==> config.mk <==
export PLATFORM = sky130hd
export DESIGN_NAME = neuron_accumulator
export DESIGN_NICKNAME = d
export VERILOG_FILES = /design/src/rtl/neuron_accumulator.sv
export SDC_FILE = /design/constraint.sdc
export NUM_CORES = 1
export LEC_CHECK = 0
export CAP_MARGIN = 30
export CORE_ASPECT_RATIO = 0.8
export CORE_MARGIN = 5
export CORE_UTILIZATION = 47
export DETAILED_ROUTE_END_ITERATION = 8
export GPL_ROUTABILITY_DRIVEN = 1
export PLACE_DENSITY = 0.68
export RECOVER_POWER = 50
export SLEW_MARGIN = 15
export SYNTH_ARGS = -nofsm -noshare
export SYNTH_HDL_FRONTEND = slang
export SYNTH_SLANG_ARGS = --single-unit
==> constraint.sdc <==
create_clock -name clk -period 4.65 [get_ports clk]
set_input_delay 0.465 -clock clk [delete_from_list [all_inputs] [get_ports clk]]
set_output_delay 0.465 -clock clk [all_outputs]
set_load 0.01 [all_outputs]
==> src/rtl/neuron_accumulator.sv <==
// One hidden neuron: saturating sum of N_INPUTS signed products, bias add,
// fixed-point rescale and clamped ReLU, presented on a valid/ready output.
module neuron_accumulator #(
    parameter int N_INPUTS   = 64,
    parameter int PROD_W     = 20,
    parameter int ACC_W      = 28,
    parameter int FRAC_SHIFT = 9,
    parameter int OUT_W      = 10
) (
    input  logic                     clk,
    input  logic                     rst,
    input  logic                     start,
    input  logic signed [ACC_W-1:0]  bias,
    input  logic                     prod_valid,
    output logic                     prod_ready,
    input  logic signed [PROD_W-1:0] mulVal,
    output logic                     out_valid,
    input  logic                     out_ready,
    output logic [OUT_W-1:0]         act_out,
    output logic                     busy
);
    localparam int CNT_W = (N_INPUTS > 1) ? $clog2(N_INPUTS) : 1;
    localparam logic [CNT_W-1:0] CNT_LAST = CNT_W'(N_INPUTS - 1);

    typedef enum logic [2:0] {
        S_IDLE, S_ACCUM, S_BIAS, S_ACT, S_OUT
    } state_t;

    state_t                   state_q, state_d;
    logic signed [ACC_W-1:0]  acc;
    logic signed [ACC_W-1:0]  bias_q;
    logic [CNT_W-1:0]         cnt;
    logic signed [ACC_W-1:0]  prod_ext;
    logic signed [ACC_W-1:0]  shifted;
    logic [OUT_W-1:0]         act_next;
    logic                     xfer;
    logic                     out_hs;

    // One extra bit of headroom; disagreeing top bits mean the sum left the range.
    function automatic logic signed [ACC_W-1:0] sat_add(
        input logic signed [ACC_W-1:0] a,
        input logic signed [ACC_W-1:0] b
    );
        logic signed [ACC_W:0] s;
        s = {a[ACC_W-1], a} + {b[ACC_W-1], b};
        if (s[ACC_W] != s[ACC_W-1])
            return s[ACC_W] ? {1'b1, {(ACC_W-1){1'b0}}} : {1'b0, {(ACC_W-1){1'b1}}};
        return s[ACC_W-1:0];
    endfunction

    assign prod_ext   = {{(ACC_W-PROD_W){mulVal[PROD_W-1]}}, mulVal};
    assign prod_ready = (state_q == S_ACCUM);
    assign busy       = (state_q != S_IDLE);
    assign xfer       = prod_valid && prod_ready;
    assign out_hs     = out_valid && out_ready;
    assign shifted    = acc >>> FRAC_SHIFT;

    always_comb begin
        act_next = shifted[OUT_W-1:0];
        if (shifted[ACC_W-1])
            act_next = '0;
        else if (|shifted[ACC_W-2:OUT_W])
            act_next = '1;
    end

    always_comb begin
        state_d = state_q;
        case (state_q)
            S_IDLE:  if (start) state_d = S_ACCUM;
            S_ACCUM: if (xfer && cnt == CNT_LAST) state_d = S_BIAS;
            S_BIAS:  state_d = S_ACT;
            S_ACT:   state_d = S_OUT;
            S_OUT:   if (out_hs) state_d = S_IDLE;
            default: state_d = S_IDLE;
        endcase
    end

    always_ff @(posedge clk) begin
        if (rst) state_q <= S_IDLE;
        else     state_q <= state_d;
    end

    // out_valid rises one cycle after entering OUT, giving a 3-cycle tail latency.
    always_ff @(posedge clk) begin
        if (rst) begin
            acc       <= '0;
            bias_q    <= '0;
            cnt       <= '0;
            act_out   <= '0;
            out_valid <= 1'b0;
        end else begin
            case (state_q)
                S_IDLE: begin
                    if (start) begin
                        acc    <= '0;
                        cnt    <= '0;
                        bias_q <= bias;
                    end
                end
                S_ACCUM: begin
                    if (xfer) begin
                        acc <= sat_add(acc, prod_ext);
                        cnt <= cnt + 1'b1;
                    end
                end
                S_BIAS: acc <= sat_add(acc, bias_q);
                S_ACT:  act_out <= act_next;
                S_OUT:  out_valid <= !out_hs;
                default: out_valid <= 1'b0;
            endcase
        end
    end
endmodule
==> run summary, run 1 <==
Tmin final: 3950 ps
Simple-Gate Fraction of Synth Area: 19.8%
Fmax: 0.253 GHz
Slew Limit Fails: 0
Finished Layout Cells: 1047
Bufs and invs on worst path: 1
CTS resizes: 0
Startpoint types: input pin
Setup_tns: 0 ps
Register area share after synthesis: 23.9%
Drt drc: 0
Placed instance count: 1030
Port Buf Inserts: 65
Worst path slowest cell: clkdlybuf4s50_1
Mean Syn Cell Area: 7.75 um2
Synth Area in Adders: 11.8%
Critical path's most frequent cell: o211ai_1
HP Class: reg -> reg
Die width: 140 um
Compound-Gate Fraction of Synth Area: 32.6%
CTS root buf: clkbuf_16
Cells along the critical path: clkdlybuf4s50_1 -> ha_1 -> a21oi_1 -> o211ai_1 -> a41oi_1 -> o211ai_1 -> a211oi_1 -> nor2_1 -> o21a_1 -> a21boi_4 -> a311oi_1
Cell with the most instances after synthesis: nand2_1
Core area: 13400 um2
Yosys cell types: 71
Post-CTS Setup Bufs: 0
Worst EP arrival: 4140 ps
Post-synthesis mux area share: 0.530%
Synth top cells by count: 111 x nand2_1, 93 x a21oi_1, 76 x dfxtp_1, 73 x nor2_1, 57 x ha_1
Syn_nets: 935
Period utilization: 84.9%
Tot GR Track Use: 22.0%
Tightest Pin Transition: 1330 ps
Peak VDD IR: 214 uV
Gate Count Post-Synth: 823
Outcome: complete, no violations
Top cell type's share of synthesized area: 23.9%
Die area: 16000 um2
# diodes: 0
Final net count: 974
Slowest stage delay, CP: 600 ps
Clock-pin transition on the worst setup and hold timing paths: 60 ps
Layout cells sized above 1: 8.88%
Clock Power Share: 24.4%
Die Height: 114 um
Initial antenna violation count: 0
Vias per inst: 6.00
Leakage: 0.00304 uW
First-pass GRT wire length: 29.3 mm
Pwr dens: 423 nW/um2
Area Overhead vs Synth: 16.6%
CTS Hold Bufs: 0
Area post-placement: 7100 um2
Critical Path Fanout Max: 28
Xor/xnor cell area share of the yosys netlist: 7.42%
# rows: 38
Crit Path Class: in -> reg
Combinational power share: 47.8%
Worst reg-to-reg setup slack: 980 ps
Vias: 6287
TritonCTS Buffers: 9
Clock Latency Late Sink: 340 ps
Design area: 7430 um2
Max_cap viols: 0
Crit. End Element: register
Setup violations, final: 0
Synthesis Warnings: 0
EDFF count, synth: 0
Yosys top cell by area: dfxtp_1
Synth Cell Area: 6380 um2
Top Ports: 66
Critical path's top delay family: compound AO/OA/AOI/OAI gates
HPWL Detailed: 14.0 mm
RSZ-0062 raised after global routing: no
NetSw: 1310 uW
Seq pwr share: 27.8%
Synth async-reset ratio: 0%
Clk sinks: 76
Total wire length: 17.9 mm
Critical Path RT: 4840 ps
Sw Ratio: 41.7%
Internal Pwr Total: 1830 uW
Main combinational cell family by area after synthesis: compound AO/OA/AOI/OAI gates
DRT iter0 DRCs: 386
Area contributors post-synth: dfxtp_1 24%, ha_1 11%, a21oi_1 7.3%
CTS max path bufs: 2
Hold Fails Final Rpt: 0
RD Place Congestion: 0.891
Avg WL per Cell: 17.1 um
GRT Residual Overflow: 0
Seq cells post-synth: 76
Ys flop type: dfxtp_1
Number of global-route vias before repair: 5951
Final ANT Viol Nets: 0
Largest net degree at the start of global routing: 45
TritonCTS clock tree: built
Clk_skew: 5.14 ps
Drt first pass iters: 5
Slew HR: 11.2%
H-tree levels: 3
Initial cell density of the core: 47.6%
[per-layer routing]
metal,vias to the layer above,routed length [um],track usage (%),part of all wire (%)
met2,181,8640,37.6,48
met4,0,224,5.23,1.3
li1,3097,-,-,-
met1,2986,8090,28.9,45
met3,23,895,4.01,5.0
met5,-,0,0,0
[power by group through the flow]
stage | sequential (uW) | combinational (uW) | clock, uW
5_1_grt | 885 | 1670 | 804
4_1_cts | 875 | 1490 | 779
2_1_floorplan | 827 | 1150 | 0
3_5_place_dp | 888 | 1480 | 0
3_3_place_gp | 886 | 1450 | 0
6_report | 875 | 1500 | 767
[path summary, 6_finish.rpt]
check,start,cells after the start,endpoint
worst max-delay path,mulVal[19],11,acc[4]
worst min-delay path,bias_q[25],2,bias_q[25]
worst max register to register,acc[0],11,acc[4]
worst min register to register,bias_q[25],2,bias_q[25]
[tightest hold or removal path: cells and delay by family (launching register included)]
family | cells | cell delay [ps]
DFF | 1 | 310
and+or+nand+nor | 1 | 50
AOI/OAI and AO/OA | 1 | 50
[registers in the layout, indices dropped and copies added (netlist names)]
name	flops
out_valid	1
acc	28
cnt	6
act_out	10
bias_q	28
state_q	3
[per-stage QoR]
stage	worst slack, ps	util (%)	total power [uW]	hold slack [ps]
floorplan	1590	-	1980	440
global placement	602	52.9	2340	453
detailed placement	423	52.9	2370	455
CTS	761	55.4	3150	463
global route	410	55.4	3360	479
finish	703	55.4	3150	460
[final cells by class]
cell class / count / area [um2]
tap: 180 / 225
inverter: 13 / 48.8
multi-input combinational: 690 / 4610
clock buffer: 11 / 243
timing repair buffer: 72 / 702
clock inverter: 5 / 83.8
fill: 1280 / 5970
sequential: 76 / 1520
[cell families (layout without fill, tap and decap cells)]
kind of cell               Yosys count  after routing
xor gates and xnor gates            51             51
buffers and inverters               57            101
DFF                                 76             76
muxes                                3              3
and+or+nand+nor                    280            280
AOI/OAI and AO/OA                  297            297
adders and majority gates           59             59
[layout by cell type (no fill, tap or decap), types with 8 or more instances in the layout]
cell type | netlist | final
a21o_1 | 28 | 28
clkdlybuf4s50_1 | 0 | 52
o21ai_1 | 27 | 27
nor3_1 | 24 | 24
dfxtp_1 | 76 | 76
nand2_1 | 111 | 111
o21ai_0 | 47 | 47
a21oi_1 | 93 | 92
inv_1 | 13 | 13
o21bai_1 | 8 | 8
clkbuf_16 | 0 | 9
nor2_1 | 73 | 73
xor2_1 | 22 | 22
ha_1 | 57 | 57
dlygate4sd3_1 | 0 | 12
nand3_1 | 15 | 15
xnor2_1 | 27 | 27
nand4_1 | 13 | 13
a311oi_2 | 18 | 18
a311oi_1 | 8 | 8
o211ai_1 | 12 | 12
Note: power is estimated with default switching activity, not from simulation.
==> run 2: changes to the inputs <==
==> constraint.sdc (replaced) <==
create_clock -name clk -period 3.8 [get_ports clk]
set_input_delay 0.38 -clock clk [delete_from_list [all_inputs] [get_ports clk]]
set_output_delay 0.38 -clock clk [all_outputs]
set_load 0.01 [all_outputs]
==> run summary, run 2 (synthesis gave the netlist of run 1 again) <==
Outcome: complete, no violations (unchanged)
Avg WL per Cell: 16.6 um (was 17.1 um)
First-pass GRT wire length: 29.0 mm (was 29.3 mm)
DRT iter0 DRCs: 376 (was 386)
RSZ-0062 raised after global routing: no (unchanged)
CTS Hold Bufs: 0 (unchanged)
# diodes: 0 (unchanged)
Clk_skew: 7.34 ps (was 5.14 ps)
Crit. End Element: register (unchanged)
Initial antenna violation count: 0 (unchanged)
# rows: 38 (unchanged)
Tmin final: 3460 ps
Clock-pin transition on the worst setup and hold timing paths: 60 ps (about the same)
Worst EP arrival: 3720 ps (was 4140 ps)
Biggest regs: acc (28), bias_q (28), act_out (10) (unchanged)
Fmax: 0.289 GHz
Sw Ratio: 41.8% (was 41.7%)
Worst R2R Start: acc[0] (unchanged)
Number of global-route vias before repair: 6062 (was 5951)
GRT Residual Overflow: 0 (unchanged)
Placed instance count: 1043 (was 1030)
Layout cells sized above 1: 10.1% (was 8.88%)
Largest net degree at the start of global routing: 49 (was 45)
TritonCTS Buffers: 9 (unchanged)
Finished Layout Cells: 1060 (was 1047)
Reg2reg end: acc[3] (was acc[4])
Clk sinks: 76 (unchanged)
Multi-input logic area: 4610 um2 (unchanged)
Clock Power Share: 22.5% (was 24.4%)
Hold Fails Final Rpt: 0 (unchanged)
Fillers: 1288 (was 1280)
TritonCTS clock tree: built (unchanged)
Startpoint types: register (was input pin)
Die area: 16000 um2 (unchanged)
FF-to-FF path depth: 12 (was 11)
Peak VDD IR: 299 uV (was 214 uV)
Max_cap viols: 0 (unchanged)
Top Ports: 66 (unchanged)
Leakage: 0.00310 uW (was 0.00304 uW)
Worst reg-to-reg setup slack: 340 ps (was 980 ps)
Final ANT Viol Nets: 0 (unchanged)
Tightest Pin Transition: 1340 ps (was 1330 ps)
CTS max path bufs: 2 (unchanged)
Die Height: 114 um (unchanged)
Cells along the critical path: ha_1 -> fa_1 -> a211oi_2 -> o211ai_1 -> a311o_2 -> a21oi_2 -> nor2_2 -> a21oi_4 -> xor2_4 -> buf_4 -> o21ai_0 -> a311oi_1 (was clkdlybuf4s50_1 -> ha_1 -> a21oi_1 -> o211ai_1 -> a41oi_1 -> o211ai_1 -> a211oi_1 -> nor2_1 -> o21a_1 -> a21boi_4 -> a311oi_1)
Worst path slowest cell: fa_1 (was clkdlybuf4s50_1)
Area Overhead vs Synth: 17.9% (was 16.6%)
HPWL Detailed: 14.0 mm (about the same)
Total wire length: 17.6 mm (was 17.9 mm)
CP endpoint: acc[3] (was acc[4])
Critical Path RT: 4050 ps (was 4840 ps)
CTS resizes: 0 (unchanged)
Slew Limit Fails: 0 (unchanged)
H-tree levels: 3 (unchanged)
Drt drc: 0 (unchanged)
Clock Latency Late Sink: 340 ps (about the same)
Setup_tns: 0 ps (unchanged)
Most frequent cells in the layout: 111 x nand2_1, 92 x a21oi_1, 76 x dfxtp_1, 73 x nor2_1, 57 x ha_1 (unchanged)
Final net count: 987 (was 974)
Slew HR: 10.9% (was 11.2%)
Port Buf Inserts: 65 (unchanged)
Post-CTS Setup Bufs: 0 (unchanged)
RD Place Congestion: 0.953 (was 0.891)
Die width: 140 um (unchanged)
Pwr dens: 505 nW/um2 (was 423 nW/um2)
Slowest stage delay, CP: 440 ps (was 600 ps)
Seq. cell area: 1520 um2 (unchanged)
NetSw: 1590 uW (was 1310 uW)
Seq pwr share: 27.6% (was 27.8%)
Period utilization: 91.2%
Critical Path Fanout Max: 27 (was 28)
Crit Path Class: reg -> reg (was in -> reg)
HP Class: in -> reg (was reg -> reg)
Vias per inst: 5.87 (was 6.00)
Tot GR Track Use: 21.8% (was 22.0%)
Crit. Startpoint: acc[0] (was mulVal[19])
Combinational power share: 49.9% (was 47.8%)
Power, Total: 3800 uW (was 3150 uW)
Internal Pwr Total: 2210 uW (was 1830 uW)
Core area: 13400 um2 (unchanged)
Setup violations, final: 0 (unchanged)
Vias: 6222 (was 6287)
Most common cell after layout, fill and taps aside: nand2_1 (unchanged)
Final hold slack: 440 ps (was 460 ps)
Initial cell density of the core: 47.6% (unchanged)
Drt first pass iters: 5 (unchanged)
CTS root buf: clkbuf_16 (unchanged)
## run 2: worst min-delay path by stage
stage,start,endpoint,slack (ps),cells after the start
after global routing,rst,bias_q[24],460,2
after detailed placement,bias_q[14],bias_q[14],460,2
final,rst,bias_q[24],440,2
after global placement,bias_q[24],bias_q[24],450,2
after floorplan,bias_q[0],bias_q[0],440,2
after CTS,rst,bias_q[24],440,2
## run 2: final cells by class
cell class	count	share of cell area (%)
sequential	76	20.2
multi-input combinational	690	61.3
tap	180	3.00
inverter	13	0.649
timing repair buffer	85	10.9
clock buffer	12	3.28
clock inverter	4	0.649
## run 2: through the flow
stage                     utilization [%]  instance area [um2]  worst slack, ps
after floorplan                         -                 6380              825
after global placement               53.5                 7180              169
after detailed placement             53.8                 7210             27.0
after CTS                            56.0                 7510              343
after global routing                 56.1                 7520              134
final                                56.1                 7520              336
## run 2: worst max-delay path: cells and delay by family, from the launching register on
family,cells,cell delay [ps]
AOI/OAI and AO/OA,7,1830
xor gates and xnor gates,1,150
adders and majority gates,2,670
buffers and inverters,1,290
DFF,1,330
and+or+nand+nor,1,100
## run 2: per-layer routing
layer  GRT usage (%)  share of wire (%)
met2            36.5                 47
met5               0                  0
met4            7.49                2.8
met3            3.92                4.4
met1            28.3                 45
## run 2: power groups by stage
stage | sequential [uW] | combinational [uW] | clock, uW
detailed placement | 1070 | 1870 | 0
CTS | 1050 | 1880 | 869
global route | 1060 | 2100 | 908
finish | 1050 | 1890 | 855
global placement | 1060 | 1830 | 0
floorplan | 1010 | 1410 | 0
==> run 3: changes to the inputs <==
--- a/config.mk
+++ b/config.mk
@@ -9,6 +9,7 @@
 export CORE_ASPECT_RATIO = 0.8
 export CORE_MARGIN = 5
 export CORE_UTILIZATION = 47
+export CTS_CLUSTER_DIAMETER = 50
 export DETAILED_ROUTE_END_ITERATION = 8
 export GPL_ROUTABILITY_DRIVEN = 1
 export PLACE_DENSITY = 0.68
==> constraint.sdc (replaced) <==
create_clock -name clk -period 3.8 [get_ports clk]
set_input_delay 1.14 -clock clk [delete_from_list [all_inputs] [get_ports clk]]
set_output_delay 1.14 -clock clk [all_outputs]
set_load 0.01 [all_outputs]
==> run summary, run 3 (synthesis gave the netlist of run 1 again) <==
Leakage: 0.00362 uW (was 0.00310 uW)
Clock-pin transition on the worst setup and hold timing paths: 60 ps (about the same)
First-pass GRT wire length: 31.2 mm (was 29.0 mm)
Number of global-route vias before repair: 6457 (was 6062)
Period utilization: 97.4% (was 91.2%)
Port Buf Inserts: 65 (unchanged)
Final net count: 1090 (was 987)
Clk_skew: 6.88 ps (was 7.34 ps)
RD Place Congestion: 0.903 (was 0.953)
DRT iter0 DRCs: 487 (was 376)
Vias: 6704 (was 6222)
Final ANT Viol Nets: 0 (unchanged)
Layout cells sized above 1: 22.6% (was 10.1%)
Fillers: 1180 (was 1288)
# rows: 38 (unchanged)
Core area: 13400 um2 (unchanged)
Fmax: 0.270 GHz (was 0.289 GHz)
Total wire length: 19.4 mm (was 17.6 mm)
Slew HR: -32.1% (was 10.9%)
Area post-placement: 7930 um2 (was 7210 um2)
Avg WL per Cell: 16.7 um (was 16.6 um)
Crit Path Class: in -> reg (was reg -> reg)
CTS root buf: clkbuf_16 (unchanged)
Most frequent cells in the layout: 112 x buf_4, 111 x nand2_1, 89 x a21oi_1, 76 x dfxtp_1, 72 x nor2_1 (was 111 x nand2_1, 92 x a21oi_1, 76 x dfxtp_1, 73 x nor2_1, 57 x ha_1)
TritonCTS clock tree: built (unchanged)
Clock Power Share: 20.0% (was 22.5%)
Critical Path Fanout Max: 9 (was 27)
Drt first pass iters: 5 (unchanged)
CTS max path bufs: 2 (unchanged)
Hold Fails Final Rpt: 0 (unchanged)
Slew Limit Fails: 46 (was 0)
Critical Path RT: 3980 ps (was 4050 ps)
Violated checks: max-capacitance violations, max-slew violations
Setup violations, final: 0 (unchanged)
Drt drc: 0 (unchanged)
Pwr dens: 510 nW/um2 (was 505 nW/um2)
Vias per inst: 5.77 (was 5.87)
Max_cap viols: 1 (was 0)
Sw Ratio: 40.3% (was 41.8%)
NetSw: 1770 uW (was 1590 uW)
Top Ports: 66 (unchanged)
# diodes: 0 (unchanged)
Area Overhead vs Synth: 34.6% (was 17.9%)
Die area: 16000 um2 (unchanged)
HPWL Detailed: 15.2 mm (was 14.0 mm)
Clk sinks: 76 (unchanged)
Seq pwr share: 24.1% (was 27.6%)
Die width: 140 um (unchanged)
Largest net degree at the start of global routing: 46 (was 49)
Outcome: complete, but fails checks (was complete, no violations)
Internal Pwr Total: 2610 uW (was 2210 uW)
HP Class: reg -> reg (was in -> reg)
TritonCTS Buffers: 9 (unchanged)
Biggest regs: acc (28), bias_q (28), act_out (10) (unchanged)
Startpoint types: input pin (was register)
Tot GR Track Use: 23.4% (was 21.8%)
Most common cell after layout, fill and taps aside: buf_4 (was nand2_1)
Tightest Pin Transition: 1980 ps (was 1340 ps)
Initial cell density of the core: 47.6% (unchanged)
Worst EP arrival: 3880 ps (was 3720 ps)
Initial antenna violation count: 0 (unchanged)
H-tree levels: 3 (unchanged)
CTS Hold Bufs: 0 (unchanged)
Tmin final: 3700 ps (was 3460 ps)
GRT Residual Overflow: 0 (unchanged)
Peak VDD IR: 283 uV (was 299 uV)
Die Height: 114 um (unchanged)
Crit. End Element: register (unchanged)
Setup_tns: 0 ps (unchanged)
Design area: 8580 um2 (was 7520 um2)
Clock Latency Late Sink: 340 ps (about the same)
Combinational power share: 55.8% (was 49.9%)
==> run 3: final timing paths <==
path                            cells after the start  startpoint          to  slack, ps
worst max-delay path                               13   mulVal[3]     acc[13]        100
worst min-delay path                                2  bias_q[14]  bias_q[14]        460
worst max register to register                     12      acc[0]      acc[3]        310
worst min register to register                      2  bias_q[14]  bias_q[14]        460
==> run 3: layout make-up <==
| cell class | instances | area [um2] | area share (%) |
|---|---|---|---|
| clock inverter | 4 | 48.8 | 0.568 |
| multi-input combinational | 690 | 4840 | 56.4 |
| timing repair buffer | 188 | 1640 | 19.1 |
| sequential | 76 | 1520 | 17.7 |
| clock buffer | 11 | 253 | 2.94 |
| tap | 180 | 225 | 2.62 |
| inverter | 13 | 48.8 | 0.568 |
==> run 3: power by group through the flow <==
| stage | registers [uW] | clock network [uW] | logic, uW |
|---|---|---|---|
| final | 1060 | 878 | 2450 |
| after global routing | 1070 | 925 | 2660 |
| after CTS | 1050 | 887 | 2250 |
| after detailed placement | 1060 | 0 | 2220 |
| after global placement | 1060 | 0 | 2170 |
| after floorplan | 1010 | 0 | 1410 |
==> run 3: layer usage <==
metal  track usage, %  up-vias  wire (um)
li1                 -     3321          -
met1             30.4     3121       8680
met2             39.2      211       9240
met3             4.09       51        847
met4             8.33        0        667
met5                0        -          0
==> run 3: repair_timing <==
action / CTS / global route
setup buffers: 1 / 7
cloned: 0 / 2
pin swaps: 2 / 21
resized for setup: 7 / 46
endpoints found under the setup margin: 23 / 27
==> run 3: stage by stage <==
stage / hold slack (ps) / utilization, % / setup slack (ps) / std cells / power [uW]
detailed placement: 455 / 59.2 / -443 / 1136 / 3280
CTS: 463 / 61.7 / 7.55 / 1152 / 4180
finish: 460 / 64.0 / 100 / 1162 / 4380
global route: 486 / 64.0 / -12.6 / 1162 / 4660
global placement: 451 / 59.1 / -399 / 1135 / 3230
floorplan: 440 / - / 64.9 / 823 / 2420
==> run 3: critical path: stages <==
cell and delay [ps]:
clkdlybuf4s50_1 400, ha_1 330, o211ai_1 120, o21bai_2 240, o2111ai_4 170, a2111oi_4 410, nor2_2 60, buf_4 160
xor2_4 180, buf_4 150, clkbuf_16 150, o21ai_1 220, a311oi_2 130
